==> src/rtl/seq_add_pkg.sv <==
// Shared types and constants for the sequential-adder requester.
package seq_add_pkg;

  typedef enum logic [1:0] {
    IDLE  = 2'd0,
    ISSUE = 2'd1,
    WAIT  = 2'd2,
    HOLD  = 2'd3
  } req_state_t;

  // Nominal number of WAIT cycles before the adder answers.
  localparam int ADD_LATENCY = 5;

  localparam int DATA_W = 32;

endpackage

==> src/rtl/register.sv <==
// Generic load-enabled register with synchronous active-high clear.
module register #(
  parameter int W = 32
) (
  input  logic         clk,
  input  logic         rst,
  input  logic         i_en,
  input  logic [W-1:0] i_d,
  output logic [W-1:0] o_q
);

  // Load on enable, clear on reset.
  always_ff @(posedge clk) begin
    if (rst) begin
      o_q <= '0;
    end else if (i_en) begin
      o_q <= i_d;
    end
  end

endmodule

==> src/rtl/seq_add_requester.sv <==
// Initiator-side controller for the multi-cycle 32-bit adder.
//
// state | meaning
// ------+----------------------------------------------------------
// IDLE  | ready for a new operand pair
// ISSUE | one-cycle start pulse to the adder
// WAIT  | waiting for the adder's ready pulse, watchdog running
// HOLD  | result presented downstream until consumed
module seq_add_requester
  import seq_add_pkg::*;
#(
  parameter int TIMEOUT = 8
) (
  input  logic              clk,
  input  logic              rst,
  input  logic              in_valid,
  output logic              in_ready,
  input  logic [DATA_W-1:0] in_a,
  input  logic [DATA_W-1:0] in_b,
  output logic              out_valid,
  input  logic              out_ready,
  output logic [DATA_W-1:0] out_res,
  output logic              out_ovf,
  output logic              add_start,
  output logic [DATA_W-1:0] add_a,
  output logic [DATA_W-1:0] add_b,
  input  logic [DATA_W-1:0] add_res,
  input  logic              add_ovf,
  input  logic              add_ready,
  output logic              err,
  input  logic              err_clr
);

  localparam int                CNT_W    = $clog2(TIMEOUT);
  localparam logic [CNT_W-1:0]  LAST_CNT = CNT_W'(TIMEOUT - 1);

  req_state_t        r_state;
  logic [CNT_W-1:0]  r_wdog;
  logic              r_in_ready;
  logic              r_out_valid;
  logic              r_add_start;
  logic              r_err;

  logic              w_accept;
  logic              w_capture;
  logic              w_timeout;
  logic [DATA_W:0]   w_res_q;

  assign w_accept  = (r_state == IDLE) && in_valid;
  // add_ready has priority over the watchdog in the same cycle.
  assign w_capture = (r_state == WAIT) && add_ready;
  assign w_timeout = (r_state == WAIT) && !add_ready && (r_wdog == LAST_CNT);

  register #(.W(DATA_W)) u_reg_a (
    .clk  (clk),
    .rst  (rst),
    .i_en (w_accept),
    .i_d  (in_a),
    .o_q  (add_a)
  );

  register #(.W(DATA_W)) u_reg_b (
    .clk  (clk),
    .rst  (rst),
    .i_en (w_accept),
    .i_d  (in_b),
    .o_q  (add_b)
  );

  register #(.W(DATA_W + 1)) u_reg_res (
    .clk  (clk),
    .rst  (rst),
    .i_en (w_capture),
    .i_d  ({add_ovf, add_res}),
    .o_q  (w_res_q)
  );

  assign out_ovf   = w_res_q[DATA_W];
  assign out_res   = w_res_q[DATA_W-1:0];
  assign in_ready  = r_in_ready;
  assign out_valid = r_out_valid;
  assign add_start = r_add_start;
  assign err       = r_err;

  // Request sequencing, watchdog and sticky error flag.
  always_ff @(posedge clk) begin
    if (rst) begin
      r_state     <= IDLE;
      r_wdog      <= '0;
      r_in_ready  <= 1'b1;
      r_out_valid <= 1'b0;
      r_add_start <= 1'b0;
      r_err       <= 1'b0;
    end else begin
      // Set beats clear when both happen together.
      if (w_timeout) begin
        r_err <= 1'b1;
      end else if (err_clr) begin
        r_err <= 1'b0;
      end

      case (r_state)
        IDLE: begin
          if (in_valid) begin
            r_state     <= ISSUE;
            r_in_ready  <= 1'b0;
            r_add_start <= 1'b1;
          end
        end
        ISSUE: begin
          r_add_start <= 1'b0;
          r_wdog      <= '0;
          r_state     <= WAIT;
        end
        WAIT: begin
          if (add_ready) begin
            r_state     <= HOLD;
            r_out_valid <= 1'b1;
          end else if (r_wdog == LAST_CNT) begin
            r_state    <= IDLE;
            r_in_ready <= 1'b1;
          end else begin
            r_wdog <= r_wdog + 1'b1;
          end
        end
        HOLD: begin
          if (out_ready) begin
            r_state     <= IDLE;
            r_out_valid <= 1'b0;
            r_in_ready  <= 1'b1;
          end
        end
        default: begin
          r_state <= IDLE;
        end
      endcase
    end
  end

  // The start pulse only ever appears in ISSUE, so the adder is never restarted while busy.
  a_start_in_issue : assert property (@(posedge clk) disable iff (rst)
    r_add_start |-> (r_state == ISSUE));

  // The watchdog must never expire before the adder's nominal latency has elapsed.
  a_timeout_after_nominal : assert property (@(posedge clk) disable iff (rst)
    w_timeout |-> (int'(r_wdog) >= ADD_LATENCY));

endmodule

==> config.mk <==
export PLATFORM = sky130hd
export DESIGN_NAME = seq_add_requester
export DESIGN_NICKNAME = d
export VERILOG_FILES = /design/src/rtl/seq_add_pkg.sv /design/src/rtl/register.sv /design/src/rtl/seq_add_requester.sv
export SDC_FILE = /design/constraint.sdc
export NUM_CORES = 1
export LEC_CHECK = 0
export ABC_AREA = 1
export CAP_MARGIN = 15
export CORE_MARGIN = 3
export CORE_UTILIZATION = 42
export CTS_CLUSTER_DIAMETER = 150
export DETAILED_ROUTE_END_ITERATION = 16
export PLACE_DENSITY_LB_ADDON = 0.15
export SLEW_MARGIN = 20
export SYNTH_ARGS = -nofsm -noshare
export SYNTH_HDL_FRONTEND = slang
export SYNTH_SLANG_ARGS = --single-unit
export TNS_END_PERCENT = 100
==> constraint.sdc <==
create_clock -name clk -period 3.4 [get_ports clk]
set_clock_uncertainty 0.1 [all_clocks]
set_input_delay 0.68 -clock clk [delete_from_list [all_inputs] [get_ports clk]]
set_output_delay 0.68 -clock clk [all_outputs]
set_load 0.05 [all_outputs]
# Word-level counts from Yosys, hierarchy flattened
# Index checks and enable logic that the tools add are counted.
[word_totals]
regBits = 106
word_cells = 57
inputBits = 103
output_inout_bits = 101
[op_classes]
n_reduce_logical = 16
n_mux = 20
addsub = 1
eq_ne = 11
[op_table]
columns = ["cell", "n"]
rows = [
  ["$ne A2 B2 Y1 const B", 5],
  ["$mux W1", 9],
  ["$reduce_and A3 Y1", 3],
  ["$mux W2", 4],
  ["$pmux W2 S4", 1],
  ["$reduce_bool A2 Y1", 4],
  ["$mux W3", 2],
  ["$pmux W3 S2", 1],
  ["$reduce_and A5 Y1", 1],
  ["$eq A2 B2 Y1 const B", 2],
  ["$logic_and A1 B1 Y1", 4],
  ["$pmux W1 S2", 2],
  ["$add A3 B1 Y3 const B", 1],
  ["$eq A3 B3 Y1 const B", 1],
  ["$ne A3 B2 Y1 const B", 1],
  ["$pmux W1 S3", 1],
  ["$reduce_bool A3 Y1", 1],
  ["$eq A2 B1 Y1 const B", 1],
  ["$logic_not A2 Y1", 1],
  ["$ne A2 B1 Y1 const B", 1],
  ["$reduce_and A2 Y1", 1],
  ["$logic_not A1 Y1", 1],
]

# Logic depth before layout (Yosys ltp)
# Gate-level depths: netlist of run 1.
[depth]
word_depth = 4
ltp_mapped = 9
ltp_nobuf = 9

# Modules after synthesis
# Synthesis of run 1 repeated with hierarchy kept, for this count alone.
[unflattened]
hier_cells = 681
area_unflattened_um2 = 4494.3
[modules_own_cells]
columns = ["mod", "seq_area_each_um2", "cells_each", "area_per_inst_um2", "n_inst"]
rows = [
  ["register at u_reg_a ...", 640.6, 203, 1338.8, 2],
  ["register at u_reg_res", 660.6, 209, 1350.0, 1],
  ["seq_add_requester", 180.2, 66, 466.7, 1],
]

# Worst setup path before layout of run 1
# OpenSTA, ideal clock, no wires.
[synth_timing]
kind = "in2reg"
from = "input port rst"
to = "register u_reg_a.o_q[0]"
t_required_ns = 3.235
setup_time_ns = 0.065
slack_ns = 1.812
n_path_buf = 3
cell_stages = 6
t_arrival_ns = 1.423
cell_sequence = "clkbuf_1 > inv_2 > clkbuf_1 > buf_2 > o21ai_0 > nor2_1"
[synth_lines]
columns = ["item", "line", "text"]
rows = [
  ["start: declaration", "seq_add_requester.sv:15", "input logic rst,"],
  ["end signal: assignment", "register.sv:17", "o_q <= i_d;"],
  ["end: declaration", "register.sv:9", "output logic [W-1:0] o_q"],
]

# Worst setup path after layout of run 1
[layout_timing]
from = "register u_reg_res.o_q[18]"
to = "output port out_res[18]"
[layout_lines]
columns = ["item", "line", "text"]
rows = [
  ["start: declaration", "register.sv:9", ""],
  ["start signal: assignment", "register.sv:17", ""],
  ["end: declaration", "seq_add_requester.sv:22", "output logic [DATA_W-1:0] out_res,"],
]
# No word-level cell between the ends.

==> results of run 1 <==
[cells by family (layout without fill, tap and decap cells)]
group                      Yosys count  count (layout)  synth area share (%)
AOI/OAI and AO/OA                  105             105                  13.5
and+or+nand+nor                    226             226                  23.6
DFF                                106             106                  54.7
adders and majority gates            2               2                 0.645
buffers and inverters               50             237                  7.54
[worst register-to-register path, cell delays in order (launching register included)]
cell	delay, ns
sky130_fd_sc_hd__dfxtp_1	0.40
sky130_fd_sc_hd__nor2_2	0.16
sky130_fd_sc_hd__inv_2	0.06
sky130_fd_sc_hd__nor2_4	0.09
sky130_fd_sc_hd__clkinv_2	0.62
sky130_fd_sc_hd__nor2_1	0.36
sky130_fd_sc_hd__nor2_1	0.07
[stage by stage]
stage	hold slack [ns]	worst slack, ns
after floorplan	0.343	1.81
after global placement	0.349	0.978
after detailed placement	0.347	0.947
after CTS	0.364	1.04
after global routing	0.386	0.969
final	0.357	1.07
[metal layers]
layer,GRT usage (%),vias up,share of wire (%)
li1,-,1941,-
met1,27.1,1762,42
met2,34.1,150,46
met3,7.10,16,9.5
met4,8.27,0,1.9
met5,0,-,0
[flip-flops by register name, indices dropped and copies added (netlist names)]
register       cells
add_start          1
err                1
in_ready           1
out_valid          1
r_state            2
r_wdog             3
u_reg_a.o_q       32
u_reg_b.o_q       32
u_reg_res.o_q     33
[placed cells by master, fill, tap and decap left out]
master / instances
sky130_fd_sc_hd__nor2_2: 2
sky130_fd_sc_hd__nor2_1: 132
sky130_fd_sc_hd__o21ai_1: 10
sky130_fd_sc_hd__nand3_2: 1
sky130_fd_sc_hd__inv_1: 9
sky130_fd_sc_hd__ha_1: 2
sky130_fd_sc_hd__clkbuf_8: 11
sky130_fd_sc_hd__dfxtp_1: 106
sky130_fd_sc_hd__clkinv_2: 2
sky130_fd_sc_hd__inv_2: 3
sky130_fd_sc_hd__clkbuf_1: 1
sky130_fd_sc_hd__nor2_4: 1
sky130_fd_sc_hd__buf_4: 5
sky130_fd_sc_hd__clkdlybuf4s50_1: 203
sky130_fd_sc_hd__a21oi_1: 40
sky130_fd_sc_hd__nand3_1: 39
sky130_fd_sc_hd__bufinv_16: 1
sky130_fd_sc_hd__clkinvlp_4: 2
sky130_fd_sc_hd__o21ai_0: 55
sky130_fd_sc_hd__nand2_1: 51
[worst max path at each step]
stage / start / to / slack [ns] / cells after the start
finish: u_reg_res.o_q[18] / out_res[18] / 1.07 / 1
global route: in_valid / u_reg_a.o_q[7] / 0.97 / 6
CTS: u_reg_res.o_q[13] / out_res[13] / 1.04 / 1
detailed placement: in_valid / u_reg_b.o_q[4] / 0.95 / 6
global placement: in_valid / u_reg_a.o_q[5] / 0.98 / 6
floorplan: rst / u_reg_a.o_q[0] / 1.81 / 6
[cell usage after synthesis]
master / n
sky130_fd_sc_hd__a21oi_1: 40
sky130_fd_sc_hd__buf_2: 12
sky130_fd_sc_hd__buf_4: 4
sky130_fd_sc_hd__buf_6: 10
sky130_fd_sc_hd__clkbuf_1: 11
sky130_fd_sc_hd__dfxtp_1: 106
sky130_fd_sc_hd__ha_1: 2
sky130_fd_sc_hd__inv_1: 9
sky130_fd_sc_hd__inv_2: 4
sky130_fd_sc_hd__nand2_1: 51
sky130_fd_sc_hd__nand3_1: 39
sky130_fd_sc_hd__nand3_2: 1
sky130_fd_sc_hd__nor2_1: 132
sky130_fd_sc_hd__nor2_2: 2
sky130_fd_sc_hd__nor2_4: 1
sky130_fd_sc_hd__o21ai_0: 55
sky130_fd_sc_hd__o21ai_1: 10
[cell type report]
cell class / count / area [um^2] / share of cell area [%]
Sequential cell: 106 / 2120 / 35.1
Timing Repair Buffer: 208 / 2070 / 34.2
Multi-Input combinational cell: 333 / 1470 / 24.2
Clock buffer: 12 / 155 / 2.57
Tap cell: 108 / 135 / 2.23
Clock inverter: 4 / 50.0 / 0.827
Inverter: 13 / 50.0 / 0.827
[power groups by stage]
stage | Sequential, uW | Clock [uW] | Combinational (uW)
3_3_place_gp | 1700 | 0 | 2340
2_1_floorplan | 2620 | 0 | 730
4_1_cts | 1690 | 824 | 2360
3_5_place_dp | 1710 | 0 | 2360
5_1_grt | 1730 | 869 | 2510
6_report | 1690 | 797 | 2350
==> results.txt, run 1 <==
The flow ran to the end, and the final reports show no timing, DRC or antenna violations. For hold timing, the worst endpoint is in_ready. The startpoint of the worst hold path is in_ready. The critical path is of the reg2out type. The final critical-path share of the clock period is 68.7%. CTS placed an instance of sky130_fd_sc_hd__clkbuf_8 at the clock tree root. The worst hold path belongs to the class reg2reg. At the end of the flow, the number of nets in the layout was 776. The cell with the largest stage delay on the worst path is sky130_fd_sc_hd__clkdlybuf4s50_1. The wire-length estimate of the detail-placed layout is 7.88 mm. The power density normalized to cell area is 799 nW/um^2.

Setup repair after global routing left no endpoint under its margin. The remaining global-route overflow is 0. The worst register-to-register path ends at u_reg_b.o_q[7]. For this design the static power due to leakage is 0.00236 uW. The number of standard cells in the layout, taps in and fillers out is 784. Of all nets on the critical path, the largest fanout is 2. In this run, post-CTS hold repair placed 0 buffers. The largest stage delay on the critical path is 0.83 ns.

The net load switching power came out at 2180 uW. The mapped cell area is 3880 um^2. The die extent in x came out at 102 um.

The number of distinct library cells after synthesis is 17. The max-cap violation count came out at 0. The internal power component is 2660 uW. At the end of routability-driven placement, the weighted congestion stood at 0.807.

The post-cts repair resize count is 0. The kind of launch point of the worst setup path is a register. The cell family contributing the most delay on the critical path is buffers and inverters. During synthesis, Yosys emitted a total of 0 warnings. The maximum vdd ir drop came out at 0.000484 V. The share of the synthesized area in the top cell type is 54.7%. The share of post-route cells with drive strength above 1 is 4.14%. The final routed wirelength across all metal layers is 11.4 mm. The all-layer global routing usage came out at 21.5%. The worst slew margin relative to its limit is 39.2%. The count of buffers from port buffering came out at 203. The signal on the critical path passes through clkdlybuf4s50_1.

The number of H-tree levels came out at 3. The arrival time of the worst setup path is 1.55 ns. The number of flip-flops and latches in the synthesized netlist is 106.

The number of global-route vias before repair came out at 3663. The count of antenna-violating nets left after detailed routing is 0. The core utilization of the finished layout is 68.4%. The switching part of the total came out at 45.0%. The proportion of power drawn by flip-flops and latches is 34.9%. The antenna cell count is 0. The number of cell instances on the worst register-to-register path is 6.

The clock slew at the register clock pins of the worst setup and hold paths came out at 0.10 ns. The number of buffer and inverter stages on the critical path came out at 1. The first TritonRoute pass finished after 7 iterations.

Summing over every cut layer, the via total after detailed routing is 3869. The largest total area in the synthesized netlist belongs to sky130_fd_sc_hd__dfxtp_1. The DRC violation count after routing is 0. The average wire per standard cell came out at 14.5 um. The worst-skew pair later-pin latency is 0.36 ns.

The total instance count after detailed placement came out at 768. The first global-routing pass estimated 17.8 mm of wire. The combinational power share is 48.6%. Dividing the detail-routed via count by the number of cells gives 4.93. The pin count of the biggest net entering global routing came out at 66. The number of placed I/O pins is 204. The number of pins exceeding their max-slew limit in the final report is 0. At the pin with the least slew margin, the transition time is 0.910 ns. The mean post-synth cell area came out at 7.94 um^2.

The clock tree from TritonCTS is done. The number of buffers added by the clock tree synthesis step came out at 9. The number of failing hold endpoints at the final stage is 0. The core region area is 8850 um^2. The critical path endpoint category is a primary output. The clock network power share is 16.5%. The total non-filler cell area in the finished layout came out at 6050 um^2. The overall power of the completed layout is 4830 uW. The filler cell count came out at 754. The die footprint is 10400 um^2. The peak clock frequency supported by timing came out at 0.428 GHz. The area after detailed placement came out at 5840 um^2. Adding up every negative setup slack in the final design gives 0 ns. The initial utilization of the core area, before any placement, comes to 43.9%. The number of DRC markers after the initial detailed-route iteration came out at 140.

The chip height came out at 102 um. After technology mapping, the gate count stands at 489. The startpoint identified for the worst register-to-register timing path is r_state[1]. Across all register-to-register paths, the minimum setup slack is 1.43 ns. The layout overhead on the synthesized area is 55.8%. For the worst setup path, the data required time is 2.62 ns.

The final setup violation count came out at 0. The sequential element share of the synthesized area is 54.7%. In this run the post-CTS setup repair buffer count came out at 0. In the post-synthesis netlist, the biggest area contributors are sky130_fd_sc_hd__dfxtp_1, sky130_fd_sc_hd__nor2_1, sky130_fd_sc_hd__o21ai_0, sky130_fd_sc_hd__a21oi_1, sky130_fd_sc_hd__nand3_1. The minimum clock period came out at 2.33 ns. The worst hold path passes through 2 cells. The maximum count of clock buffers along a single path came out at 2.

The net count after synthesis came out at 594. The tree built by TritonCTS fans out to 106 sinks. The floorplan has 34 rows. The initial antenna violation count is 0.
No activity file was read; power rests on OpenSTA's default activity.
==> run 2: changes to the inputs <==
--- a/config.mk
+++ b/config.mk
@@ -8,7 +8,7 @@
 export ABC_AREA = 1
 export CAP_MARGIN = 15
 export CORE_MARGIN = 3
-export CORE_UTILIZATION = 42
+export CORE_UTILIZATION = 35
 export CTS_CLUSTER_DIAMETER = 150
 export DETAILED_ROUTE_END_ITERATION = 16
 export PLACE_DENSITY_LB_ADDON = 0.15
==> constraint.sdc (replaced) <==
create_clock -name clk -period 2.05 [get_ports clk]
set_clock_uncertainty 0.1 [all_clocks]
set_input_delay 0.41 -clock clk [delete_from_list [all_inputs] [get_ports clk]]
set_output_delay 0.41 -clock clk [all_outputs]
set_load 0.05 [all_outputs]
==> run 2 against run 1 <==
  * Setup slack worse by 1.0 ns
  * Die area up 19%
  * Cell count rose by 4.0%
  * Highest routed layer unchanged
==> results.txt, run 2 (synthesis gave the netlist of run 1 again) <==
The internal power component is 4330 uW (+63%). The worst slew margin relative to its limit came out at 62.8% (+24 points). The number of cell rows is 37 (+8.8%).

The slowest stage of the critical path is the sky130_fd_sc_hd__clkdlybuf4s50_1 cell. The final routed wirelength across all metal layers is 11.8 mm (+3.3%). Ranked by flip-flop count, first place goes to u_reg_res.o_q.

The total number of cells along the worst setup path came out at 1 (unchanged). The post-detailed-route via-to-cell ratio is 4.74 (-4.0%). The critical path endpoint category is a primary output.

The count of buffers from port buffering came to 203 (unchanged). The number of H-tree levels is 3 (unchanged). Leaving out fill and tap cells, the most frequent cells in the layout are sky130_fd_sc_hd__nor2_1, sky130_fd_sc_hd__dfxtp_1, sky130_fd_sc_hd__clkdlybuf4s50_1. Clock tree synthesis selected as its root buffer the cell sky130_fd_sc_hd__clkbuf_8. After layout, the minimum clock period comes to 2.00 ns.

The required time at the worst-slack endpoint came out at 1.54 ns (-1.08 ns). The number of iterations in the first detailed-routing pass came out at 4 (-3). The sequential cell area in the final layout was 2120 um^2 (unchanged). The number of DRC markers after the initial detailed-route iteration came to 258 (+84%).

In the final layout, the registers with the most flip-flops are u_reg_res.o_q: 33 flops, u_reg_a.o_q: 32 flops, u_reg_b.o_q: 32 flops. The maximum count of clock buffers along a single path came out at 2 (unchanged). The final setup violation count was 0 (unchanged). The endpoint identified for the worst register-to-register timing path is in_ready. STA classifies the critical path startpoint as a register. The number of buffer and inverter stages on the critical path came to 1 (unchanged). The startpoint identified for the worst register-to-register timing path is r_wdog[0]. The net count of the finished layout came out at 780 (+0.52%). The count of antenna-violating nets left after detailed routing came out at 0 (unchanged). The first-pass GRT wire length is 18.8 mm (+5.2%). The power density normalized to cell area is 1270 nW/um^2 (+59%). The all-layer global routing usage was 18.1% (-3.3 points). The DRC violation count after routing was 0 (unchanged). The worst-skew pair later-pin latency came out at 0.35 ns (about the same). For this run, the top clock speed supported by timing is 0.501 GHz. The die extent in x is 111 um (+9.0%).

The combinational power share is 48.8% (+0.2 points). The number of post-CTS setup repair buffers is 0 (unchanged). The maximum fanout encountered on the critical timing path is 2 (unchanged). The setup slack on the worst flop-to-flop path is 0.55 ns (-0.88 ns). The die footprint is 12400 um^2 (+19%). The setup TNS came out at 0 ns (unchanged). The run finished with clean final reports.

The worst setup slack before clock tree synthesis came to 0.258 ns (-0.689 ns). The arrival time of the worst setup path came out at 1.49 ns (-0.06 ns). The number of placed I/O pins is 204 (unchanged). Leaving out fill and tap cells, the most frequent cell in the layout is sky130_fd_sc_hd__nor2_1. Setup repair after global routing left no endpoint under its margin.

The total area of multi-input combinational cells came out at 1470 um^2 (unchanged). The post-route worst setup slack is 0.0521 ns (-1.01 ns). The kind of cell with the highest combined delay along the critical path is buffers and inverters. The path class of the tightest hold or removal check is reg2reg. The number of buffers added by the clock tree synthesis step was 9 (unchanged). The number of clock sinks is 106 (unchanged). The pin count of the biggest net entering global routing came out at 65 (-1.5%).

The number of cell instances on the worst register-to-register path is 9 (+3). The clock tree from TritonCTS is done. The remaining global-route overflow came out at 0 (unchanged). The most critical setup path has its endpoint at out_res[18].

The final critical-path share of the clock period came out at 97.5%. The share of post-route cells with drive strength above 1 was 7.22% (+3.1 points). The number of failing hold endpoints at the final stage came to 0 (unchanged).

The flip-flop count of the largest register, all copies and words added is 33 (unchanged). The placed wire-length estimate after detailed placement is 8.17 mm (+3.6%). The initial cell density of the core came out at 36.8% (-7.1 points). The switching part of the total came out at 45.5% (+0.51 points). The via count of the routed design is 3861 (-0.21%).

The initial antenna violation count came out at 0 (unchanged). The critical path goes through clkdlybuf4s50_1. From synthesis to final layout, the design area changed by 60.9%. The average wire per standard cell came to 14.4 um (-0.62%). The maximum vdd ir drop came out at 0.000607 V (+25%). The first element of the critical path is u_reg_res.o_q[18]. The clock slew at the register clock pins of the worst setup and hold paths came to 0.09 ns (about the same). The max-cap violation count came out at 0 (unchanged). The antenna cell count is 0 (unchanged). The reported leakage power was 0.00354 uW (+50%).

The chip height was 111 um (+9.0%). The number of pins exceeding their max-slew limit in the final report was 0 (unchanged). The hold path depth came out at 2 (unchanged). The net load switching power came out at 3620 uW (+66%). The transition time of the tightest slew-check pin is 0.557 ns (-0.353 ns). The number of global-route vias before repair is 3764 (+2.8%). The core region area is 10600 um^2 (+19%). The largest stage delay on the critical path came to 0.80 ns (-0.03 ns).

The placer congestion estimate is 0.792 (-1.9%). The clock network power share is 16.2% (-0.3 points). The filler cell count is 999 (+32%). The proportion of power drawn by flip-flops and latches was 35.0% (about the same). The critical path is of the reg2out type.
-- run 2: cell count changes in the layout (fill, tap and decap cells not counted) --
cell,before,now
sky130_fd_sc_hd__dlymetal6s2s_1,0,67
sky130_fd_sc_hd__clkbuf_8,11,10
sky130_fd_sc_hd__dlygate4sd2_1,0,12
sky130_fd_sc_hd__clkinvlp_4,2,3
sky130_fd_sc_hd__buf_4,5,24
sky130_fd_sc_hd__clkdlybuf4s50_1,203,106
sky130_fd_sc_hd__clkinv_2,2,0
sky130_fd_sc_hd__inv_2,3,4
sky130_fd_sc_hd__buf_12,0,3
-- run 2: area by class of cell --
cell class,count,share of cell area (%)
repair buffers,212,35.9
flip-flops and latches,106,34.0
multi-input cells,333,23.5
well taps,136,2.72
clock buffers,11,2.26
clock inverters,4,0.841
inverters,13,0.781
-- run 2: layer usage --
| layer | part of all wire (%) | routed length (um) | track usage, % |
|---|---|---|---|
| met1 | 44 | 5130 | 23.0 |
| met2 | 47 | 5560 | 29.6 |
| met3 | 7.6 | 894 | 5.57 |
| met4 | 1.5 | 178 | 5.68 |
| met5 | 0 | 0 | 0 |
-- run 2: how the worst min path moves through the flow --
| stage | startpoint | endpoint | slack, ns |
|---|---|---|---|
| floorplan | r_wdog[1] | r_wdog[1] | 0.34 |
| global placement | in_ready | in_ready | 0.35 |
| detailed placement | in_ready | in_ready | 0.35 |
| CTS | u_reg_res.o_q[29] | u_reg_res.o_q[29] | 0.37 |
| global route | u_reg_res.o_q[0] | u_reg_res.o_q[0] | 0.38 |
| finish | u_reg_res.o_q[16] | u_reg_res.o_q[16] | 0.37 |
-- run 2: power by group through the flow --
stage / Combinational, uW / Sequential [uW] / Clock (uW)
after floorplan: 1210 / 4350 / 0
after global placement: 3920 / 2820 / 0
after global routing: 4140 / 2840 / 1430
after detailed placement: 3970 / 2840 / 0
final: 3880 / 2780 / 1290
after CTS: 3940 / 2800 / 1330
-- run 2: timing repair --
| item | 4_1_cts | 5_1_grt |
|---|---|---|
| cloned | 0 | 0 |
| resized for setup | 12 | 67 |
| setup endpoints to repair | 12 | 67 |
| hold buffers | 0 | 0 |
-- run 2: through the flow --
stage	util (%)	hold slack, ns	instance area [um^2]	instances	total power [uW]
CTS	57.6	0.369	6080	815	8070
global route	59.2	0.382	6250	815	8420
global placement	55.9	0.345	5900	800	6740
floorplan	-	0.343	3880	489	5560
finish	59.2	0.366	6250	815	7950
detailed placement	55.9	0.352	5900	800	6800
